## config.mk

```make
export PLATFORM = sky130hd
export DESIGN_NAME = alu_ctrl
export DESIGN_NICKNAME = d
export VERILOG_FILES = /design/src/rtl/alu_ctrl.sv
export SDC_FILE = /design/constraint.sdc
export NUM_CORES = 1
export LEC_CHECK = 0
export ABC_AREA = 0
export CORE_AREA = 2 2 154 156
export CTS_CLUSTER_SIZE = 10
export DETAILED_ROUTE_END_ITERATION = 8
export DIE_AREA = 0 0 156 158
export GPL_ROUTABILITY_DRIVEN = 0
export GPL_TIMING_DRIVEN = 0
export PLACE_DENSITY_LB_ADDON = 0.15
export RECOVER_POWER = 25
export SYNTH_ARGS = -nofsm -noshare
export SYNTH_HDL_FRONTEND = slang
export SYNTH_SLANG_ARGS = --single-unit
```

## constraint.sdc

```tcl
create_clock -name clk -period 2.8 [get_ports clk]
set_input_delay 0.56 -clock clk [delete_from_list [all_inputs] [get_ports clk]]
set_output_delay 0.56 -clock clk [all_outputs]
set_load 0.005 [all_outputs]
```

## src/rtl/alu_ctrl.sv

```systemverilog
// -----------------------------------------------------------------------------
// alu_ctrl
//
// Request/response sequencer for an external combinational 64-bit ALU.
// One request is taken at a time. A legal operation is issued to the ALU
// through registered alu_a/alu_b/alu_sel. The controller then waits a fixed
// number of settle cycles and captures the ALU result into the response
// registers. The response is held until the consumer takes it.
// Illegal opcodes are answered at once with an error response and are not
// issued to the ALU.
//
// Parameters
//   SIMPLE_WAIT  settle cycles for add/sub/and/or (1..15)
//   MULDIV_WAIT  settle cycles for mul/div        (1..15)
//
// Configuration macro
//   ALU_CTRL_DIVZERO_TRAP_EN  when defined, div with req_b == 0 is answered
//                             like an illegal opcode (err=1, result 0, ALU
//                             registers untouched). When undefined, it goes
//                             down the normal div path.
//
// Ports
//   clk, rst_n           clock (rising edge), asynchronous active-low reset
//   req_valid/req_ready  request handshake; req_ready is high only when idle
//   req_op[2:0]          001 add, 010 sub, 011 mul, 100 div, 101 and, 110 or
//   req_a, req_b [63:0]  operands
//   rsp_valid/rsp_ready  response handshake
//   rsp_result[63:0]     captured ALU result (0 on error)
//   rsp_z, rsp_o, rsp_err  zero, overflow and error flags
//   alu_a, alu_b, alu_sel  registered drive to the ALU
//   alu_result, alu_o    ALU result and overflow flag
// -----------------------------------------------------------------------------
module alu_ctrl #(
   parameter int unsigned SIMPLE_WAIT = 1,
   parameter int unsigned MULDIV_WAIT = 4
) (
   input  logic        clk,
   input  logic        rst_n,
   input  logic        req_valid,
   output logic        req_ready,
   input  logic [2:0]  req_op,
   input  logic [63:0] req_a,
   input  logic [63:0] req_b,
   output logic        rsp_valid,
   input  logic        rsp_ready,
   output logic [63:0] rsp_result,
   output logic        rsp_z,
   output logic        rsp_o,
   output logic        rsp_err,
   output logic [63:0] alu_a,
   output logic [63:0] alu_b,
   output logic [2:0]  alu_sel,
   input  logic [63:0] alu_result,
   input  logic        alu_o
);

   localparam logic [2:0] OP_ADD = 3'b001;
   localparam logic [2:0] OP_SUB = 3'b010;
   localparam logic [2:0] OP_MUL = 3'b011;
   localparam logic [2:0] OP_DIV = 3'b100;
   localparam logic [2:0] OP_AND = 3'b101;
   localparam logic [2:0] OP_OR  = 3'b110;

   localparam logic [3:0] SIMPLE_N = 4'(SIMPLE_WAIT);
   localparam logic [3:0] MULDIV_N = 4'(MULDIV_WAIT);

   typedef enum logic [1:0] {
      ST_IDLE = 2'd0,
      ST_WAIT = 2'd1,
      ST_RESP = 2'd2
   } state_t;

   state_t     state_reg;
   logic [3:0] count_reg;

   logic       op_legal;
   logic       div_trap;
   logic       reject;
   logic [3:0] wait_n;
   logic       keep_o;

   // Decode of the incoming opcode; only used while idle.
   always_comb begin
      op_legal = 1'b0;
      case (req_op)
         OP_ADD, OP_SUB, OP_MUL, OP_DIV, OP_AND, OP_OR: op_legal = 1'b1;
         default:                                      op_legal = 1'b0;
      endcase
   end

`ifdef ALU_CTRL_DIVZERO_TRAP_EN
   assign div_trap = (req_op == OP_DIV) && (req_b == 64'd0);
`else
   assign div_trap = 1'b0;
`endif

   // Requests answered immediately with an error, without touching the ALU.
   assign reject = !op_legal || div_trap;

   assign wait_n = ((req_op == OP_MUL) || (req_op == OP_DIV)) ? MULDIV_N : SIMPLE_N;

   // alu_sel still holds the issued op at capture time, so the overflow
   // qualification uses it rather than the (possibly changed) req_op.
   assign keep_o = (alu_sel == OP_ADD) || (alu_sel == OP_SUB);

   always_ff @(posedge clk or negedge rst_n) begin
      if (!rst_n) begin
         state_reg  <= ST_IDLE;
         count_reg  <= 4'd0;
         req_ready  <= 1'b1;
         rsp_valid  <= 1'b0;
         rsp_result <= 64'd0;
         rsp_z      <= 1'b0;
         rsp_o      <= 1'b0;
         rsp_err    <= 1'b0;
         alu_a      <= 64'd0;
         alu_b      <= 64'd0;
         alu_sel    <= 3'b000;
      end else begin
         case (state_reg)
            ST_IDLE: begin
               if (req_valid) begin
                  req_ready <= 1'b0;
                  if (reject) begin
                     rsp_result <= 64'd0;
                     rsp_z      <= 1'b0;
                     rsp_o      <= 1'b0;
                     rsp_err    <= 1'b1;
                     rsp_valid  <= 1'b1;
                     state_reg  <= ST_RESP;
                  end else begin
                     alu_a     <= req_a;
                     alu_b     <= req_b;
                     alu_sel   <= req_op;
                     count_reg <= wait_n;
                     state_reg <= ST_WAIT;
                  end
               end
            end

            ST_WAIT: begin
               // The edge that sees count==1 is the N-th edge after issue,
               // so the response becomes visible exactly N cycles after T0.
               if (count_reg == 4'd1) begin
                  rsp_result <= alu_result;
                  rsp_z      <= ~|alu_result;
                  rsp_o      <= keep_o & alu_o;
                  rsp_err    <= 1'b0;
                  rsp_valid  <= 1'b1;
                  count_reg  <= 4'd0;
                  state_reg  <= ST_RESP;
               end else begin
                  count_reg <= count_reg - 4'd1;
               end
            end

            ST_RESP: begin
               if (rsp_ready) begin
                  rsp_valid <= 1'b0;
                  req_ready <= 1'b1;
                  state_reg <= ST_IDLE;
               end
            end

            default: begin
               state_reg <= ST_IDLE;
               count_reg <= 4'd0;
               req_ready <= 1'b1;
               rsp_valid <= 1'b0;
            end
         endcase
      end
   end

endmodule
```

==> results of run 1 <==
## metal layers
layer / GRT usage / share of wire / vias up
met1: 0.2462 / 0.39 / 3289
li1: - / - / 3150
met2: 0.3590 / 0.49 / 277
met5: 0 / 0 / -
met4: 0.06422 / 0.031 / 0
met3: 0.06707 / 0.091 / 46
## power by group
group	leakage (nW)	switching, mW	total [mW]	internal [mW]
Combinational	2.68	2.36	6.26	3.90
Clock	0.326	1.17	2.79	1.62
Sequential	2.51	0.711	5.11	4.40
## stage by stage
step                setup WS (ns)  setup TNS [ns]  total power, mW
floorplan                  0.8016               0            7.604
global placement           -7.933        -1644.61            11.41
detailed placement        -0.2191          -17.78            11.52
CTS                        0.2889               0            14.39
global route              0.07113               0            15.09
finish                     0.3528               0            14.16
## how the worst max path moves through the flow
stage,start,end,slack (ns),cells after the start
final,count_reg[1]$_DFFE_PN0P_,rsp_result[24]$_DFFE_PN0P_,0.35,7
after detailed placement,req_op[1],alu_b[45]$_DFFE_PN0P_,-0.22,7
after floorplan,req_op[2],rsp_o$_DFFE_PN0P_,0.80,5
after global routing,rst_n,alu_a[15]$_DFFE_PN0P_,0.07,1
after global placement,rst_n,alu_a[43]$_DFFE_PN0P_,-7.93,1
after CTS,count_reg[1]$_DFFE_PN0P_,rsp_result[51]$_DFFE_PN0P_,0.29,7
## layout make-up
type                    instances  share of cell area
plain buffers                  44             0.01639
clock buffers                  32             0.04926
clock inverters                 1           0.0006518
inverters                      68             0.01899
multi-input cells             333              0.2051
flip-flops and latches        206              0.3837
well taps                     290             0.02700
repair buffers                400              0.2989
## cell usage after synthesis (2+ instances only)
cell type,count,area share
nor2_1,7,0.0031
nor2b_1,3,0.0022
buf_2,16,0.0095
o22a_1,2,0.0021
clkbuf_1,13,0.0058
o21ai_1,31,0.018
ha_1,2,0.0030
nor4_1,15,0.011
inv_1,68,0.030
nor4b_1,2,0.0021
nand2b_1,4,0.0030
mux2_2,131,0.18
o21ai_0,39,0.023
buf_4,9,0.0081
o211ai_1,64,0.057
nand4_1,3,0.0022
buf_1,5,0.0022
nand2_1,6,0.0027
dfrtp_1,205,0.61
a21oi_1,4,0.0024
## kinds of logic (layout without fill, tap and decap cells)
| logic type | count (synthesis) | count (layout) | synth area share |
|---|---|---|---|
| adder cells (fa/ha/maj) | 2 | 2 | 0.002983 |
| multiplexers | 132 | 132 | 0.1772 |
| AO/OA/AOI/OAI | 148 | 148 | 0.1114 |
| buffers and inverters | 112 | 545 | 0.05668 |
| AND/OR/NAND/NOR | 49 | 49 | 0.03491 |
| flip-flops | 206 | 206 | 0.6147 |
| XOR/XNOR | 2 | 2 | 0.002089 |
## cells in the final DEF (no fill, tap or decap), drive strengths merged, types with 2 or more instances in the layout
master	instances
a21oi	4
nand2	6
buf	31
nand4	3
nand2b	4
nor4b	2
ha	2
nor3	2
mux2	132
nor2	7
o21ai	70
o22a	2
nor2b	3
nor4	15
clkbuf	47
clkdlybuf4s50	398
inv	68
o211ai	64
dfrtp	205
## critical path, stage by stage, from the launching register on
cell	delay [ns]
dfrtp_1	0.38
inv_1	0.08
ha_1	0.13
nor3b_1	0.54
clkbuf_1	0.53
buf_1	0.46
o211ai_1	0.15
o21ai_1	0.10
==> summary.txt, run 1 <==
Yosys
  • Area of the mapped netlist: 8388 sq um
  • Synth warnings: 0
  • Synth cell types: 42
  • Top_reg_cell synth: dfrtp_1
  • Mapped Cells: 651
  • Ys async rst share: 1.000
  • Post-synth net total: 853
  • Synthesis-stage register bit count: a little over 200
  • Syn_area_per_cell: 12.88 sq um
  • Sequential-to-total area share from yosys stat: 0.6147
  • Post-synth EDFFs: 0

Clock network
  • Skew-Pair Late Insertion Delay: between 0.5 and 0.6 ns
  • Sinks on the clock net: 206
  • Clk buf depth: 3
  • H-Tree Level Count: 1
  • CTS tree: yes
  • CTS Root Cell: clkbuf_16
  • Postcts setup bufs: 0
  • CTS clk-pin slew, worst paths: 0.06 ns
  • Cts hold-fix bufs: 0
  • Inserted Clock Buffers: 25
  • Cts repair resizes: 0

Outcome
  • Failing checks: capacitance limit, slew limit
  • Status: finished with violations

Flow run
  • Max Cap Viol: 1

Min path
  • Hold path cells: 1
  • Hold-critical path endpoint: rsp_o$_DFFE_PN0P_
  • Hold Startpoint: rsp_o$_DFFE_PN0P_
  • HP Class: flop to flop

Routing
  • WL per Instance: ~19 um
  • WL final: 26390 um
  • Iteration-0 DRC Markers: 286
  • Vias per inst: 4.921
  • ANT nets after route: 0
  • DRT Pass-1 Iters: 4
  • DRC Markers: 0
  • Vias: 6762

Cells and area
  • Post-layout instance area: around 13000 sq um
  • Diodes inserted: 0
  • Nets: ~1.3k
  • Multi-input logic area: 2756 sq um
  • Layout cells sized above 1: 0.1762
  • Fin util: 0.5829
  • Register area: 5156 sq um
  • Synth-to-layout area growth: 60.20%
  • # fillers: ~2.0k
  • Biggest regs: alu_a (64), alu_b (64), rsp_result (64)
  • Layout Cells excl Fill: about 1.4k

Power
  • Power per cell area: 1054 nW/um^2
  • Peak VDD IR: approximately 0.57 mV
  • P_leak: 5.508 nW

Timing
  • Max-slew violation count: 94
  • Fin crit share: 0.8740
  • Final hold viol count: 0
  • Worst slew pin tran: about 2.5 ns
  • Final setup violation count: 0
  • Max Fclk: 408.6 MHz
  • RSZ-0062 raised after global routing: no
  • WHS: 0.4832 ns
  • Worst slew margin: -0.6365
  • Clk_skew: 0.008996 ns
  • Post-route minimum period: 2.447 ns

Placed design
  • Number of port buffers: 399
  • HPWL Detailed: 19890 um
  • DP Area: 12780 sq um
  • Placed Cells: 1341

Worst setup path
  • Crit path kind: flop to flop
  • RR Endpoint: rsp_result[24]$_DFFE_PN0P_
  • Worst reg-to-reg path cell count: 7
  • CP Launch Type: flop
  • Required time worst endpoint: 3.24 ns
  • Critical path arrival: about 2.9 ns
  • CP Max Fanout: 10
  • CP endpoint kind: flop
  • RR Startpoint: count_reg[1]$_DFFE_PN0P_
  • R2r setup slk: 0.35 ns

Floorplan
  • Initial core utilization: 0.3639
  • Die Span Y: 158 um
  • Cell Rows: 56
  • Core Region: approximately 23000 sq um
  • Die Width: 156 um
  • Io pins: 400
  • Die area: 24650 sq um

Global route
  • GRT Overall Usage: 0.2073
  • Wire length of the first global-routing pass: 39370 um
  • Grt total ovfl: 0
  • Largest net degree at the start of global routing: 114
  • Antenna violations before repair: 0
  • Number of global-route vias before repair: 6832
Power figures use the tool's default switching activity.
==> run 2: changes to the inputs <==
Settings changed: SLEW_MARGIN set to 20.
==> summary.txt, run 2 (synthesis results as in run 1) <==
Outcome
  • Status: completed (was finished with violations)

Power
  • Power per cell area: 1052 nW/um^2 (was 1054 nW/um^2)
  • Peak VDD IR: 0.6695 mV (was 0.5734 mV)
  • Design Power: 14.12 mW (was 14.16 mW)
  • P_leak: 5.504 nW (was 5.508 nW)

Clock network
  • Clk buf depth: 3 (unchanged)
  • H-Tree Level Count: 1 (unchanged)
  • Inserted Clock Buffers: 25 (unchanged)
  • Sinks on the clock net: 206 (unchanged)
  • CTS tree: yes (unchanged)
  • CTS clk-pin slew, worst paths: 0.06 ns (about the same)
  • CTS Root Cell: clkbuf_16 (unchanged)
  • Skew-Pair Late Insertion Delay: 0.50 ns (was 0.51 ns)

Cells and area
  • Synth-to-layout area growth: 60.05% (was 60.20%)
  • Diodes inserted: 0 (unchanged)
  • Commonest non-fill, non-tap cells in the layout: 398 x clkdlybuf4s50_1, 205 x dfrtp_1, 131 x mux2_2, 68 x inv_1, 64 x o211ai_1 (unchanged)
  • Fin util: 0.5824 (was 0.5829)
  • Layout cells sized above 1: 0.1762 (unchanged)
  • Nets: 1282 (was 1280)
  • Commonest non-fill, non-tap cell in the layout: clkdlybuf4s50_1 (unchanged)
  • Biggest regs: alu_a (64), alu_b (64), rsp_result (64) (unchanged)
  • # fillers: 1955 (was 1981)

Floorplan
  • Io pins: 400 (unchanged)
  • Initial core utilization: 0.3639 (unchanged)
  • Core Region: 23050 sq um (unchanged)
  • Die Width: 156 um (unchanged)
  • Die area: 24650 sq um (unchanged)
  • Cell Rows: 56 (unchanged)
  • Die Span Y: 158 um (unchanged)

Timing
  • Worst slew pin tran: 1.104 ns (was 2.455 ns)
  • RSZ-0062 raised after global routing: no (unchanged)
  • Post-route minimum period: 2.525 ns (was 2.447 ns)
  • Max-slew violation count: 0 (was 94)
  • Final setup violation count: 0 (unchanged)
  • Final hold viol count: 0 (unchanged)
  • Max Fclk: 396.0 MHz (was 408.6 MHz)
  • Clk_skew: 0.01025 ns (was 0.008996 ns)
  • Worst slew margin: 0.2640 (was -0.6365)
  • Fin crit share: 0.9018 (was 0.8740)

Routing
  • Vias: 6800 (was 6762)
  • DRC Markers: 0 (unchanged)
  • WL per Instance: 19.25 um (was 19.21 um)
  • DRT Pass-1 Iters: 4 (unchanged)
  • Vias per inst: 4.949 (was 4.921)
  • ANT nets after route: 0 (unchanged)
  • Iteration-0 DRC Markers: 266 (was 286)
  • WL final: 26450 um (was 26390 um)

Worst setup path
  • CP Max Fanout: 10 (unchanged)
  • Worst reg-to-reg path cell count: 7 (unchanged)
  • Critical path arrival: 2.95 ns (was 2.88 ns)
  • Crit path kind: flop to flop (unchanged)
  • Required time worst endpoint: 3.22 ns (was 3.24 ns)
  • CP endpoint kind: flop (unchanged)
  • CP Launch Type: flop (unchanged)

Global route
  • Largest net degree at the start of global routing: 97 (was 114)
  • Number of global-route vias before repair: 6764 (was 6832)
  • Grt total ovfl: 0 (unchanged)
  • Antenna violations before repair: 1 (was 0)
  • GRT Overall Usage: 0.2062 (was 0.2073)
  • Wire length of the first global-routing pass: 39140 um (was 39370 um)

Placed design
  • HPWL Detailed: 19960 um (was 19890 um)
  • Number of port buffers: 399 (unchanged)

Min path
  • Hold path cells: 1 (unchanged)
  • HP Class: flop to flop (unchanged)

Flow run
  • Max Cap Viol: 0 (was 1)
run 2: cell count changes in the layout (fill, tap and decap cells not counted), sizes merged:
cell         change
inv              +1
clkbuf           -4
dlygate4sd3      +1
buf              +2
run 2: worst paths after layout:
check | startpoint | to | slack, ns
worst max-delay path | count_reg[1]$_DFFE_PN0P_ | rsp_result[26]$_DFFE_PN0P_ | 0.27
worst min-delay path | rsp_o$_DFFE_PN0P_ | rsp_o$_DFFE_PN0P_ | 0.48
worst max register to register | count_reg[1]$_DFFE_PN0P_ | rsp_result[26]$_DFFE_PN0P_ | 0.27
worst min register to register | rsp_o$_DFFE_PN0P_ | rsp_o$_DFFE_PN0P_ | 0.48
max in group asynchronous | rst_n | alu_a[47]$_DFFE_PN0P_ | 0.57
min in group asynchronous | rst_n | alu_b[10]$_DFFE_PN0P_ | 0.79
run 2: final cells by class:
cell class / instances / area (sq um) / share of cell area
multi-input combinational: 333 / 2756 / 0.2053
tap: 290 / 362.8 / 0.02703
clock inverter: 2 / 13.76 / 0.001025
timing repair buffer: 402 / 4020 / 0.2994
buffer: 44 / 220.2 / 0.01640
inverter: 68 / 255.2 / 0.01901
sequential: 206 / 5156 / 0.3841
clock buffer: 29 / 640.6 / 0.04772
run 2: what timing repair did:
item,in CTS,in global routing
gates resized for setup,0,1
buffers inserted,0,0
endpoints found under the hold margin,18,0
hold buffers,1,0
setup endpoints to repair,0,1
run 2: where the power goes:
part / internal [mW] / total (mW) / switching (mW)
combinational: 3.90 / 6.27 / 2.38
sequential: 4.40 / 5.11 / 0.714
clock: 1.59 / 2.74 / 1.15
run 2: through the flow:
stage	area [sq um]	instances	hold slack, ns	setup WS [ns]	setup TNS [ns]
3_5_place_dp	12800	1342	0.4060	-0.2266	-18.46
4_1_cts	13470	1374	0.4535	0.2674	0
3_3_place_gp	12740	1340	0.4738	-7.933	-1644.61
6_report	13430	1374	0.4831	0.2749	0
5_1_grt	13430	1374	0.5127	0.002267	0
2_1_floorplan	8388	651	0.2644	0.8016	0
run 2: worst max-delay path: stages (launching register included):
cell      delay (ns)
dfrtp_1         0.39
inv_1           0.08
ha_1            0.13
nor3b_1         0.56
buf_1           0.56
buf_1           0.46
o211ai_1        0.14
o21ai_1         0.11
run 2: metal layers:
layer | up-vias | track usage | routed length [um]
li1 | 3160 | - | -
met1 | 3301 | 0.2399 | 10080
met2 | 292 | 0.3601 | 13130
met3 | 45 | 0.07145 | 2525
met4 | 2 | 0.06247 | 693
met5 | - | 0 | 12
